--- config.mk ---
export PLATFORM = sky130hd
export DESIGN_NAME = fetch_unit_flat
export DESIGN_NICKNAME = d
export VERILOG_FILES = /design/src/rtl/fetch_unit_if.sv /design/src/rtl/fetch_unit.sv /design/src/flat_wrapper.sv
export SDC_FILE = /design/constraint.sdc
export NUM_CORES = 1
export LEC_CHECK = 0
export ABC_AREA = 1
export CORE_ASPECT_RATIO = 1.25
export CORE_MARGIN = 1
export CORE_UTILIZATION = 40
export CTS_CLUSTER_SIZE = 12
export DETAILED_ROUTE_END_ITERATION = 10
export GPL_ROUTABILITY_DRIVEN = 0
export PLACE_DENSITY = 0.67
export RECOVER_POWER = 100
export SLEW_MARGIN = 20
export SYNTH_ARGS = -nofsm -noshare
export SYNTH_HDL_FRONTEND = slang
export SYNTH_SLANG_ARGS = --single-unit
--- constraint.sdc ---
create_clock -name clk -period 3.2 [get_ports clk]
set_input_delay 0.48 -clock clk [delete_from_list [all_inputs] [get_ports clk]]
set_output_delay 0.48 -clock clk [all_outputs]
set_load 0.02 [all_outputs]
--- src/rtl/fetch_unit_if.sv ---
// Fetch-stage bundle: icache address/data, redirect request and the decode handshake.
// Member names follow the fetch unit's point of view (_o driven by fetch, _i driven towards it).
interface fetch_unit_if #(
  parameter int ADDR_WIDTH  = 32,
  parameter int INSTR_WIDTH = 32
);
  logic [ADDR_WIDTH-1:0]  imem_addr_o;
  logic [INSTR_WIDTH-1:0] imem_data_i;
  logic                   redirect_i;
  logic [ADDR_WIDTH-1:0]  redirect_pc_i;
  logic                   instr_valid_o;
  logic                   instr_ready_i;
  logic [INSTR_WIDTH-1:0] instr_o;
  logic [ADDR_WIDTH-1:0]  instr_pc_o;

  modport master (
    input  imem_data_i, redirect_i, redirect_pc_i, instr_ready_i,
    output imem_addr_o, instr_valid_o, instr_o, instr_pc_o
  );

  modport slave (
    output imem_data_i, redirect_i, redirect_pc_i, instr_ready_i,
    input  imem_addr_o, instr_valid_o, instr_o, instr_pc_o
  );
endinterface

--- src/rtl/fetch_unit.sv ---
// Instruction fetch: owns the PC, reads the icache (1-cycle data), buffers {pc, instr} in 2 entries.
// Address in t, data in t+1, valid in t+2; issue stops when buffer plus in-flight read would exceed 2.
module fetch_unit #(
  parameter int                    ADDR_WIDTH  = 32,
  parameter int                    INSTR_WIDTH = 32,
  parameter logic [ADDR_WIDTH-1:0] RESET_PC    = '0
) (
  input  logic         clk,
  input  logic         rst_n,
  fetch_unit_if.master bus
);
  typedef struct packed {
    logic [ADDR_WIDTH-1:0]  pc;
    logic [INSTR_WIDTH-1:0] instr;
  } entry_t;

  logic [ADDR_WIDTH-1:0] r_fetch_pc;
  logic [ADDR_WIDTH-1:0] r_inflight_pc;
  logic                  r_inflight;
  entry_t                r_mem [2];
  logic                  r_rd_ptr;
  logic                  r_wr_ptr;
  logic [1:0]            r_count;
  entry_t                r_last;

  logic                  w_pop;
  logic                  w_push;
  logic                  w_issue;
  logic [2:0]            w_need;
  entry_t                w_head;

  assign w_head = r_mem[r_rd_ptr];
  assign w_pop  = (r_count != 2'd0) && bus.instr_ready_i;
  assign w_push = r_inflight && !bus.redirect_i;
  // Slots claimed if we issue now: buffered + in flight + the new read, less what leaves this cycle.
  assign w_need  = {1'b0, r_count} + {2'b00, r_inflight} + 3'd1;
  assign w_issue = !bus.redirect_i && (w_need <= (3'd2 + {2'b00, w_pop}));

  always_ff @(posedge clk or negedge rst_n) begin
    if (!rst_n) begin
      r_fetch_pc    <= RESET_PC;
      r_inflight    <= 1'b0;
      r_inflight_pc <= '0;
    end else if (bus.redirect_i) begin
      r_fetch_pc <= {bus.redirect_pc_i[ADDR_WIDTH-1:2], 2'b00};
      r_inflight <= 1'b0;
    end else if (w_issue) begin
      r_inflight    <= 1'b1;
      r_inflight_pc <= r_fetch_pc;
      r_fetch_pc    <= r_fetch_pc + ADDR_WIDTH'(4);
    end else begin
      r_inflight <= 1'b0;
    end
  end

  always_ff @(posedge clk or negedge rst_n) begin
    if (!rst_n) begin
      for (int i = 0; i < 2; i++) r_mem[i] <= '0;
      r_rd_ptr <= 1'b0;
      r_wr_ptr <= 1'b0;
      r_count  <= 2'd0;
      r_last   <= '0;
    end else begin
      // Remember what decode last saw so the outputs hold once the buffer drains or is flushed.
      if (r_count != 2'd0) r_last <= w_head;
      if (bus.redirect_i) begin
        r_rd_ptr <= 1'b0;
        r_wr_ptr <= 1'b0;
        r_count  <= 2'd0;
      end else begin
        if (w_push) begin
          r_mem[r_wr_ptr] <= '{pc: r_inflight_pc, instr: bus.imem_data_i};
          r_wr_ptr        <= ~r_wr_ptr;
        end
        if (w_pop) r_rd_ptr <= ~r_rd_ptr;
        r_count <= r_count + {1'b0, w_push} - {1'b0, w_pop};
      end
    end
  end

  assign bus.imem_addr_o   = r_fetch_pc;
  assign bus.instr_valid_o = (r_count != 2'd0);
  assign bus.instr_o       = (r_count != 2'd0) ? w_head.instr : r_last.instr;
  assign bus.instr_pc_o    = (r_count != 2'd0) ? w_head.pc    : r_last.pc;

  assert property (@(posedge clk) disable iff (!rst_n)
    !(w_push && !w_pop && (r_count == 2'd2)));
endmodule

--- src/flat_wrapper.sv ---
// flat-port wrapper written by rule: the top's interface ports become plain ports
module fetch_unit_flat 
#(
  parameter int                    ADDR_WIDTH  = 32,
  parameter int                    INSTR_WIDTH = 32,
  parameter logic [ADDR_WIDTH-1:0] RESET_PC    = '0
)
  (clk, rst_n, bus_imem_data_i, bus_redirect_i, bus_redirect_pc_i, bus_instr_ready_i, bus_imem_addr_o, bus_instr_valid_o, bus_instr_o, bus_instr_pc_o);
  fetch_unit_if #(.ADDR_WIDTH(ADDR_WIDTH), .INSTR_WIDTH(INSTR_WIDTH)) bus_i ();
  input  logic clk;
  input  logic rst_n;
  input wire logic [$bits(bus_i.imem_data_i)-1:0] bus_imem_data_i;
  input wire logic [$bits(bus_i.redirect_i)-1:0] bus_redirect_i;
  input wire logic [$bits(bus_i.redirect_pc_i)-1:0] bus_redirect_pc_i;
  input wire logic [$bits(bus_i.instr_ready_i)-1:0] bus_instr_ready_i;
  output wire logic [$bits(bus_i.imem_addr_o)-1:0] bus_imem_addr_o;
  output wire logic [$bits(bus_i.instr_valid_o)-1:0] bus_instr_valid_o;
  output wire logic [$bits(bus_i.instr_o)-1:0] bus_instr_o;
  output wire logic [$bits(bus_i.instr_pc_o)-1:0] bus_instr_pc_o;
  assign bus_i.imem_data_i = bus_imem_data_i;
  assign bus_i.redirect_i = bus_redirect_i;
  assign bus_i.redirect_pc_i = bus_redirect_pc_i;
  assign bus_i.instr_ready_i = bus_instr_ready_i;
  assign bus_imem_addr_o = bus_i.imem_addr_o;
  assign bus_instr_valid_o = bus_i.instr_valid_o;
  assign bus_instr_o = bus_i.instr_o;
  assign bus_instr_pc_o = bus_i.instr_pc_o;
  fetch_unit #(.ADDR_WIDTH(ADDR_WIDTH), .INSTR_WIDTH(INSTR_WIDTH), .RESET_PC(RESET_PC)) u_core (.clk(clk), .rst_n(rst_n), .bus(bus_i));
endmodule
Word-level counts from Yosys, hierarchy flattened
Cells that the tools add are included.
{"block": "totals", "in_bits": 68, "out_inout_bits": 97, "ff_bits": 261}
{"block": "op_classes", "n_bitwise": 5, "reduce_logical": 11, "order_cmp": 4, "mux": 17, "add_sub_neg": 6}
{"operator": "$mux 64", "count": 4}
{"operator": "$bwmux 128", "count": 1}
{"operator": "$mux 32", "count": 4}
{"operator": "$demux 64 s1", "count": 1}
{"operator": "$add 32x3->32 const B", "count": 1}
{"operator": "$reduce_bool 2->1", "count": 4}
{"operator": "$mux 1", "count": 6}
{"operator": "$ge 2x2->1 const B", "count": 2}
{"operator": "$logic_and 1x1->1", "count": 4}
{"operator": "$not 1->2", "count": 2}
{"operator": "$reduce_and 2->1", "count": 2}
{"operator": "$add 2x1->3", "count": 1}
{"operator": "$add 2x1->3 const A", "count": 1}
{"operator": "$add 3x1->3 const B", "count": 1}
{"operator": "$le 3x3->1", "count": 1}
{"operator": "$not 1->1", "count": 3}
{"operator": "$add 2x1->2", "count": 1}
{"operator": "$lt 2x1->1 const B", "count": 1}
{"operator": "$mux 2", "count": 1}
{"operator": "$sub 2x1->2", "count": 1}
{"operator": "$logic_not 1->1", "count": 1}

Depth between registers and ports, before layout
Gate-level depths: netlist of the first run.
{"block": "depth", "ltp_word": 7, "mapped_depth": 13, "mapped_depth_nobuf": 12}

Worst setup path before layout of the first run
OpenSTA, ideal clock, no wires.
{"block": "synth_path", "path_type": "flip-flop to output port", "startpoint": "register u_core.r_count[1]", "endpoint": "output bus_instr_o[0]", "stages_incl_launch_ff": 5, "arrival_time_ps": 1405, "path_slack_ps": 1315, "path_buffers": 1, "required_ps": 2720, "path_cell_list": "dfrtp_1 nor2_2 clkbuf_1 a21oi_1 a21oi_1"}
{"block": "synth_between", "elab_chain_len": 2}
{"element": "start: declaration", "line": "fetch_unit.sv:23", "text": "logic [1:0] r_count;"}
{"element": "start signal: assignment", "line": "fetch_unit.sv:76", "text": "r_count <= r_count + {1'b0, w_push} - {1'b0, w_pop};"}
{"element": "$reduce_bool 2->1", "line": "fetch_unit.sv:83", "text": "assign bus.instr_o = (r_count != 2'd0) ? w_head.instr : r_last.instr;"}
{"element": "$mux 32", "line": "fetch_unit.sv:83"}
{"element": "end: declaration", "line": "flat_wrapper.sv:18", "text": "output wire logic [$bits(bus_i.instr_o)-1:0] bus_instr_o;"}
Every way passes these cells.

Worst setup path after layout of the first run
{"block": "layout_path", "startpoint": "register u_core.r_rd_ptr", "endpoint": "output bus_instr_pc_o[18]"}
{"block": "layout_between", "elab_chain_len": 5}
{"element": "start: declaration", "line": "fetch_unit.sv:21", "text": "logic r_rd_ptr;"}
{"element": "start signal: assignment", "line": "fetch_unit.sv:75", "text": "if (w_pop) r_rd_ptr <= ~r_rd_ptr;"}
{"element": "$not 1->2 (implied by the code)", "line": "fetch_unit.sv:32", "text": "assign w_head = r_mem[r_rd_ptr];"}
{"element": "$mux 64 (implied by the code) (3 in series)", "line": "fetch_unit.sv:32"}
{"element": "$mux 32", "line": "fetch_unit.sv:84", "text": "assign bus.instr_pc_o = (r_count != 2'd0) ? w_head.pc : r_last.pc;"}
{"element": "end: declaration", "line": "flat_wrapper.sv:19", "text": "output wire logic [$bits(bus_i.instr_pc_o)-1:0] bus_instr_pc_o;"}
Every way passes these cells. The select of a mux whose other input is x is not followed.

==> metrics.yaml, run 1 <==
status:
  outcome: "finished, violations left"
  failed_checks: "max-capacitance violations, max-slew violations"
layout:
  drive_gt1_share_pct: 5.956
  multi_input_area_mm2: 0.003948
  layout_common_cells: "325 x nand2_1, 250 x dfrtp_1, 153 x o21ai_0"
  syn2layout_area_growth_pct: 23.77
  fin_nets: 1505
  seq_area_mm2: 0.006285
  fill_cells: 2572
  final_common_cell: "nand2_1"
logic_synthesis:
  ys_types: 34
  synth_ff_type: "dfrtp_1"
  syn_inst: 1296
  netlist_area_mm2: 0.01109
  synth_xor_area_share_pct: 0.7900
  yosysSeqAreaShare_pct: 56.65
  synth_simple_gate_area_share_pct: 20.20
  ys_async_sr_fraction_pct: 100.0
  synth_mux_area_share_pct: 0
  synth-compound-area-share_pct: 14.26
  synth_top_family_by_area: "simple AND/OR/NAND/NOR gates"
  syn_avg_cell_area_um2: 8.555
  ys_ff_latch: 251
  synth_edf_count: 0
  yosysWarnings: 0
  synthAdderAreaFrac_pct: 0.4514
worst_setup_path:
  crit_type: "reg -> out"
  cp.required_ps: 2720
  reg2reg_from: "u_core.r_count[0]"
  end_kind: "output pin"
  crit_path_max_fanout: 47
  rr_worst_depth: 11
  crit_arrival_ps: 2650
  crit_path_start_kind: "flip-flop"
  r2r-end: "u_core.r_inflight_pc[2]"
  r2r_slack_ps: 430
power_and_ir_drop:
  cell_internal_pwr_w: 0.009116
  pwr-share-clk_pct: 18.3
  ir_drop_uv: 588.9
  comb_power_share_pct: 45.7
  power.switching_w: 0.006540
  seq_power_share_pct: 35.9
  p_leak_nw: 6.501
  swShare_pct: 41.77
  powerDensity_mw_per_mm2: 1141
global_routing:
  grt_max_degree: 89
  grt_pass1_wl_mm: 45.02
  grt_pass1_vias: 8847
  antenna_found_initial: 1
  grt.overflow.total: 0
  gr-usage-all-layers_pct: 19.80
cts:
  cts-root-buf: "clkbuf_16"
  cts.clk_slew.worst_paths_ps: 60
  htree_num_levels: 1
  numCtsBuffers: 26
  post-cts-setup-buffers: 0
  clk_latency_ps: 520
  clock_path_buffers: 3
  cts.sinks: 251
  cts_tree: "built"
timing:
  fin_ws_ps: 73.85
  drv_slew: 107
  timing.fmax_mhz: 319.9
  finalSetupTns_ps: 0
  min_period_ps: 3126
  timing.final.hold_violations: 0
  finalSetupViolCount: 0
  clock-skew-final_ps: 8.949
  relSlewSlack_pct: -10.85
  worst_slew_pin_slew_ps: 1663
  min_period_over_period_pct: 97.69
  grt_setup_unrepaired: "no"
worst_hold_path:
  min_from: "u_core.r_inflight_pc[10]"
  hold_path_end: "u_core.r_inflight_pc[10]"
  holdCritPathClass: "reg -> reg"
  min_path_cells: 2
detailed_routing:
  totalWireLength_mm: 26.95
  firstDrtPassIters: 4
  final_antenna_net_count: 0
  wire_per_inst_um: 15.05
  route.detailed.drc: 0
  num_vias: 8916
  viasPerCell: 4.981
  drt_iter0_markers: 536
placement:
  io_buffers: 158
  place_hpwl_mm: 17.62
  post-place-ws_ps: 565.0
floorplanning:
  die_w_um: 150.9
  num_rows: 67
  die_area_mm2: 0.02839
  die_h_um: 188.1
  start_util_pct: 41.07
  top_level_ports: 165
  core_mm2: 0.02699
run:
  max-cap-violations: 2
state kept, by name, summed over array words and instances (netlist names):
| name | flops |
|---|---|
| u_core.bus.imem_addr_o | 30 |
| u_core.r_count | 2 |
| u_core.r_inflight | 1 |
| u_core.r_inflight_pc | 30 |
| u_core.r_last | 62 |
| u_core.r_mem | 124 |
| u_core.r_rd_ptr | 1 |
| u_core.r_wr_ptr | 1 |
logic make-up (layout without fill, tap and decap cells):
| kind of cell | Yosys count | in the layout |
|---|---|---|
| and+or+nand+nor | 523 | 523 |
| AOI/OAI and AO/OA | 310 | 310 |
| DFF | 251 | 251 |
| buffers and inverters | 197 | 342 |
| xor gates and xnor gates | 10 | 10 |
| adders and majority gates | 4 | 4 |
| other | 1 | 5 |
area by class of cell:
| type | count | area share (%) |
|---|---|---|
| clock inverter | 4 | 0.3283 |
| tap | 345 | 3.146 |
| clock buffer | 35 | 5.507 |
| sequential | 251 | 45.80 |
| multi-input combinational | 851 | 28.77 |
| antenna | 1 | 0.01824 |
| timing repair buffer | 177 | 12.98 |
| inverter | 126 | 3.456 |
stage by stage:
| step | hold WS [ps] | std cells | power (W) | cell area [µm²] | util, % |
|---|---|---|---|---|---|
| after floorplan | 184.4 | 1299 | 0.01009 | 11100 | - |
| after global placement | 461.9 | 1749 | 0.01312 | 12990 | 48.11 |
| after detailed placement | 466.7 | 1749 | 0.01329 | 12990 | 48.11 |
| after CTS | 487.5 | 1789 | 0.01624 | 13800 | 51.12 |
| after global routing | 500.1 | 1790 | 0.01693 | 13720 | 50.83 |
| final | 479.7 | 1790 | 0.01566 | 13720 | 50.83 |
power groups by stage:
stage	clock [W]	sequential [W]	combinational, W
CTS	0.00295	0.00563	0.00766
global placement	0	0.00562	0.00749
floorplan	0	0.00562	0.00447
global route	0.00308	0.00583	0.00802
detailed placement	0	0.00567	0.00762
finish	0.00287	0.00563	0.00716
Yosys cell counts (7+ instances only):
cell type  number  area share (%)
a21oi_1       139             6.3
buf_2          18            0.81
buf_4           7            0.47
buf_6           7            0.71
clkbuf_1       36             1.2
dfrtp_1       251              57
inv_1         120             4.1
nand2_1       322              11
nand2_2         8            0.45
nand3_1        41             1.9
nand3b_1       11            0.74
nand4_1         8            0.45
nor2_1        112             3.8
nor2_2          9            0.51
o211ai_1        8            0.54
o21ai_0       147             6.6
o21ai_1        12            0.54
xor2_1          9            0.71
how the worst max path moves through the flow:
| stage | startpoint | endpoint | slack (ps) | depth (start not counted) |
|---|---|---|---|---|
| floorplan | u_core.r_count[1] | bus_instr_o[0] | 1320 | 4 |
| global placement | u_core.r_rd_ptr | bus_instr_pc_o[18] | 580 | 4 |
| detailed placement | u_core.r_rd_ptr | bus_instr_pc_o[18] | 560 | 4 |
| CTS | u_core.r_rd_ptr | bus_instr_pc_o[18] | 40 | 5 |
| global route | u_core.r_rd_ptr | bus_instr_pc_o[18] | 20 | 5 |
| finish | u_core.r_rd_ptr | bus_instr_pc_o[18] | 70 | 5 |
routing by layer:
| layer | vias to the layer above | track usage, % | part of all wire [%] |
|---|---|---|---|
| li1 | 4405 | - | - |
| met1 | 4253 | 26.53 | 44 |
| met5 | - | 0 | 0 |
| met2 | 212 | 33.35 | 49 |
| met3 | 46 | 2.141 | 4.5 |
| met4 | 0 | 6.192 | 2.4 |
repair_timing:
action                                  4_1_cts  5_1_grt
endpoints found under the setup margin        1        0
hold endpoints to repair                     59        0
gates resized for setup                       1        0
hold buffers                                  1        0
critical path, stage by stage, from the launching register on:
cell and delay, ps:
dfrtp_4 600, inv_2 130, buf_12 250, nand2_1 80, a21oi_1 350, clkdlybuf4s50_1 680
Note: power is estimated with default switching activity, not from simulation.
==> run 2: changes to the inputs <==
CORE_UTILIZATION = 59   (was 40)
PLACE_DENSITY = 0.91   (was 0.67)
==> metrics.yaml, run 2 (synthesis results as in run 1) <==
status:
  outcome: "finished, violations left"
  failed_checks: "max-capacitance violations, max-slew violations"
detailed_routing:
  route.detailed.drc: 0  # unchanged
  firstDrtPassIters: 6  # +2
  viasPerCell: 5.614  # +13%
  final_antenna_net_count: 0  # unchanged
  drt_iter0_markers: 786  # +47%
  wire_per_inst_um: 16.37  # +8.7%
  totalWireLength_mm: 27.29  # +1.3%
  num_vias: 9359  # +5.0%
global_routing:
  grt_max_degree: 83  # -6.7%
  grt_pass1_wl_mm: 45.19  # +0.37%
  grt_pass1_vias: 9374  # +6.0%
  grt.overflow.total: 0  # unchanged
  antenna_found_initial: 0  # -1
  gr-usage-all-layers_pct: 28.57  # +8.8 points
worst_setup_path:
  crit_top_cell: "a21oi_1"
  crit_path_max_fanout: 62  # +32%
  crit_arrival_ps: 2610  # -40 ps
  crit_path_start_kind: "flip-flop"
  rr_worst_depth: 11  # unchanged
  slowest_stage: "clkdlybuf4s50_1"
  path_cells: "nor2_4 > buf_12 > a21oi_1 > a21oi_1 > clkdlybuf4s50_1"
  cpPeakStageDelay_ps: 690  # about the same
  cp.required_ps: 2720  # about the same
  end_kind: "output pin"
  r2r_slack_ps: 420  # about the same
  crit_type: "reg -> out"
cts:
  clock_path_buffers: 3  # unchanged
  clk_latency_ps: 520  # about the same
  cts_tree: "built"
  cts.sinks: 251  # unchanged
  cts_resized: 0  # -1
  cts.clk_slew.worst_paths_ps: 60  # about the same
  htree_num_levels: 1  # unchanged
  numCtsBuffers: 25  # -3.8%
  cts-root-buf: "clkbuf_16"
timing:
  grt_setup_unrepaired: "no"
  finalSetupViolCount: 0  # unchanged
  relSlewSlack_pct: -14.44  # -3.6 points
  fin_ws_ps: 105.7  # +31.81 ps
  clock-skew-final_ps: 8.129  # -0.8202 ps
  worst_slew_pin_slew_ps: 1717  # +53.92 ps
  finalSetupTns_ps: 0  # unchanged
  timing.fmax_mhz: 323.2  # +1.0%
  drv_slew: 113  # +5.6%
  timing.final.hold_violations: 0  # unchanged
  min_period_ps: 3094  # -31.81 ps
  min_period_over_period_pct: 96.70  # -0.99 points
layout:
  finalCoreUtilization_pct: 73.72  # +23 points
  syn2layout_area_growth_pct: 21.25
  reg.largest.list: "u_core.r_mem: 124 flops, u_core.r_last: 62 flops"
  fin_nets: 1502  # -0.20%
  top_register: "u_core.r_mem"
  fill_cells: 1207  # -53%
  finalInstanceArea_mm2: 0.01344  # -2.0%
  stdcell_count: 1667  # -6.9%
  layout_common_cells: "325 x nand2_1, 250 x dfrtp_1, 154 x o21ai_0"
  diodes: 0  # -1
  final_common_cell: "nand2_1"
  largest_register_ff_count: 124  # unchanged
  drive_gt1_share_pct: 5.281  # -0.67 points
floorplanning:
  num_rows: 55  # -18%
  die_area_mm2: 0.01935  # -32%
  core_mm2: 0.01824  # -32%
  die_w_um: 124.6  # -17%
  top_level_ports: 165  # unchanged
  start_util_pct: 60.80  # +20 points
  die_h_um: 155.3  # -17%
placement:
  place_inst: 1630  # -6.8%
  post-place-ws_ps: 558.6  # -6.368 ps
  io_buffers: 158  # unchanged
  place_area_mm2: 0.01284  # -1.1%
  place_hpwl_mm: 17.08  # -3.1%
worst_hold_path:
  min_path_cells: 2  # unchanged
  holdCritPathClass: "reg -> reg"
power_and_ir_drop:
  ir_drop_uv: 635.5  # +7.9%
  powerDensity_mw_per_mm2: 1154  # +1.1%
  p_leak_nw: 6.421  # -1.2%
run:
  max-cap-violations: 2  # unchanged
==> run 2: changes by cell type in the layout (fill, tap and decap cells not counted), moves of 2 or more <==
cell / change
clkbuf_8: -3
clkinv_2: -3
clkbuf_1: +4
dlygate4sd3_1: +6
clkdlybuf4s50_1: -6
clkbuf_16: -2
==> run 2: where the power goes <==
group	switching [W]	internal, W	total [W]	leakage [nW]
clock network	0.00113	0.00146	0.00259	0.339
registers	0.000931	0.00473	0.00566	3.07
logic	0.00461	0.00265	0.00726	3.01
total	0.00667	0.00884	0.0155	6.42
==> run 2: what timing repair did <==
action	4_1_cts	5_1_grt
hold buffers	1	0
buffers inserted	0	0
hold endpoints to repair	63	0
==> run 2: through the flow <==
step           total power [W]  hold WS (ps)
2_1_floorplan          0.01009         184.4
6_report               0.01551         485.6
5_1_grt                0.01655         500.2
3_5_place_dp           0.01326         469.7
3_3_place_gp           0.01293         465.3
4_1_cts                0.01598         487.1
==> run 2: critical path, delay by kind of cell, from the launching register on <==
family	cells	cell delay [ps]
AOI/OAI and AO/OA	2	490
buffers and inverters	2	990
DFF	1	440
and+or+nand+nor	1	170
==> run 2: path summary, 6_finish.rpt <==
kind                                   start                    endpoint
setup / recovery           u_core.r_count[1]          bus_instr_pc_o[17]
max in group asynchronous              rst_n            u_core.r_mem[85]
hold / removal              u_core.r_mem[70]            u_core.r_mem[70]
min in group asynchronous              rst_n   u_core.bus.imem_addr_o[7]
setup reg to reg           u_core.r_count[0]  u_core.bus.imem_addr_o[10]
hold reg to reg             u_core.r_mem[70]            u_core.r_mem[70]
==> run 2: area by class of cell <==
class / instances / area [µm²] / area share (%)
Sequential cell: 251 / 6282 / 46.73
Multi-Input combinational cell: 851 / 3955 / 29.42
Timing Repair Buffer: 175 / 1753 / 13.04
Clock buffer: 34 / 679.4 / 5.054
Inverter: 126 / 474.2 / 3.528
Tap cell: 228 / 285.3 / 2.122
Clock inverter: 2 / 13.76 / 0.1024
==> run 2: per-layer routing <==
metal	wire length [µm]	global-route usage [%]	part of all wire, %
met1	10850	36.25	40
met2	13790	49.43	51
met3	1716	3.817	6.3
met4	928	12.11	3.4
met5	0	0	0
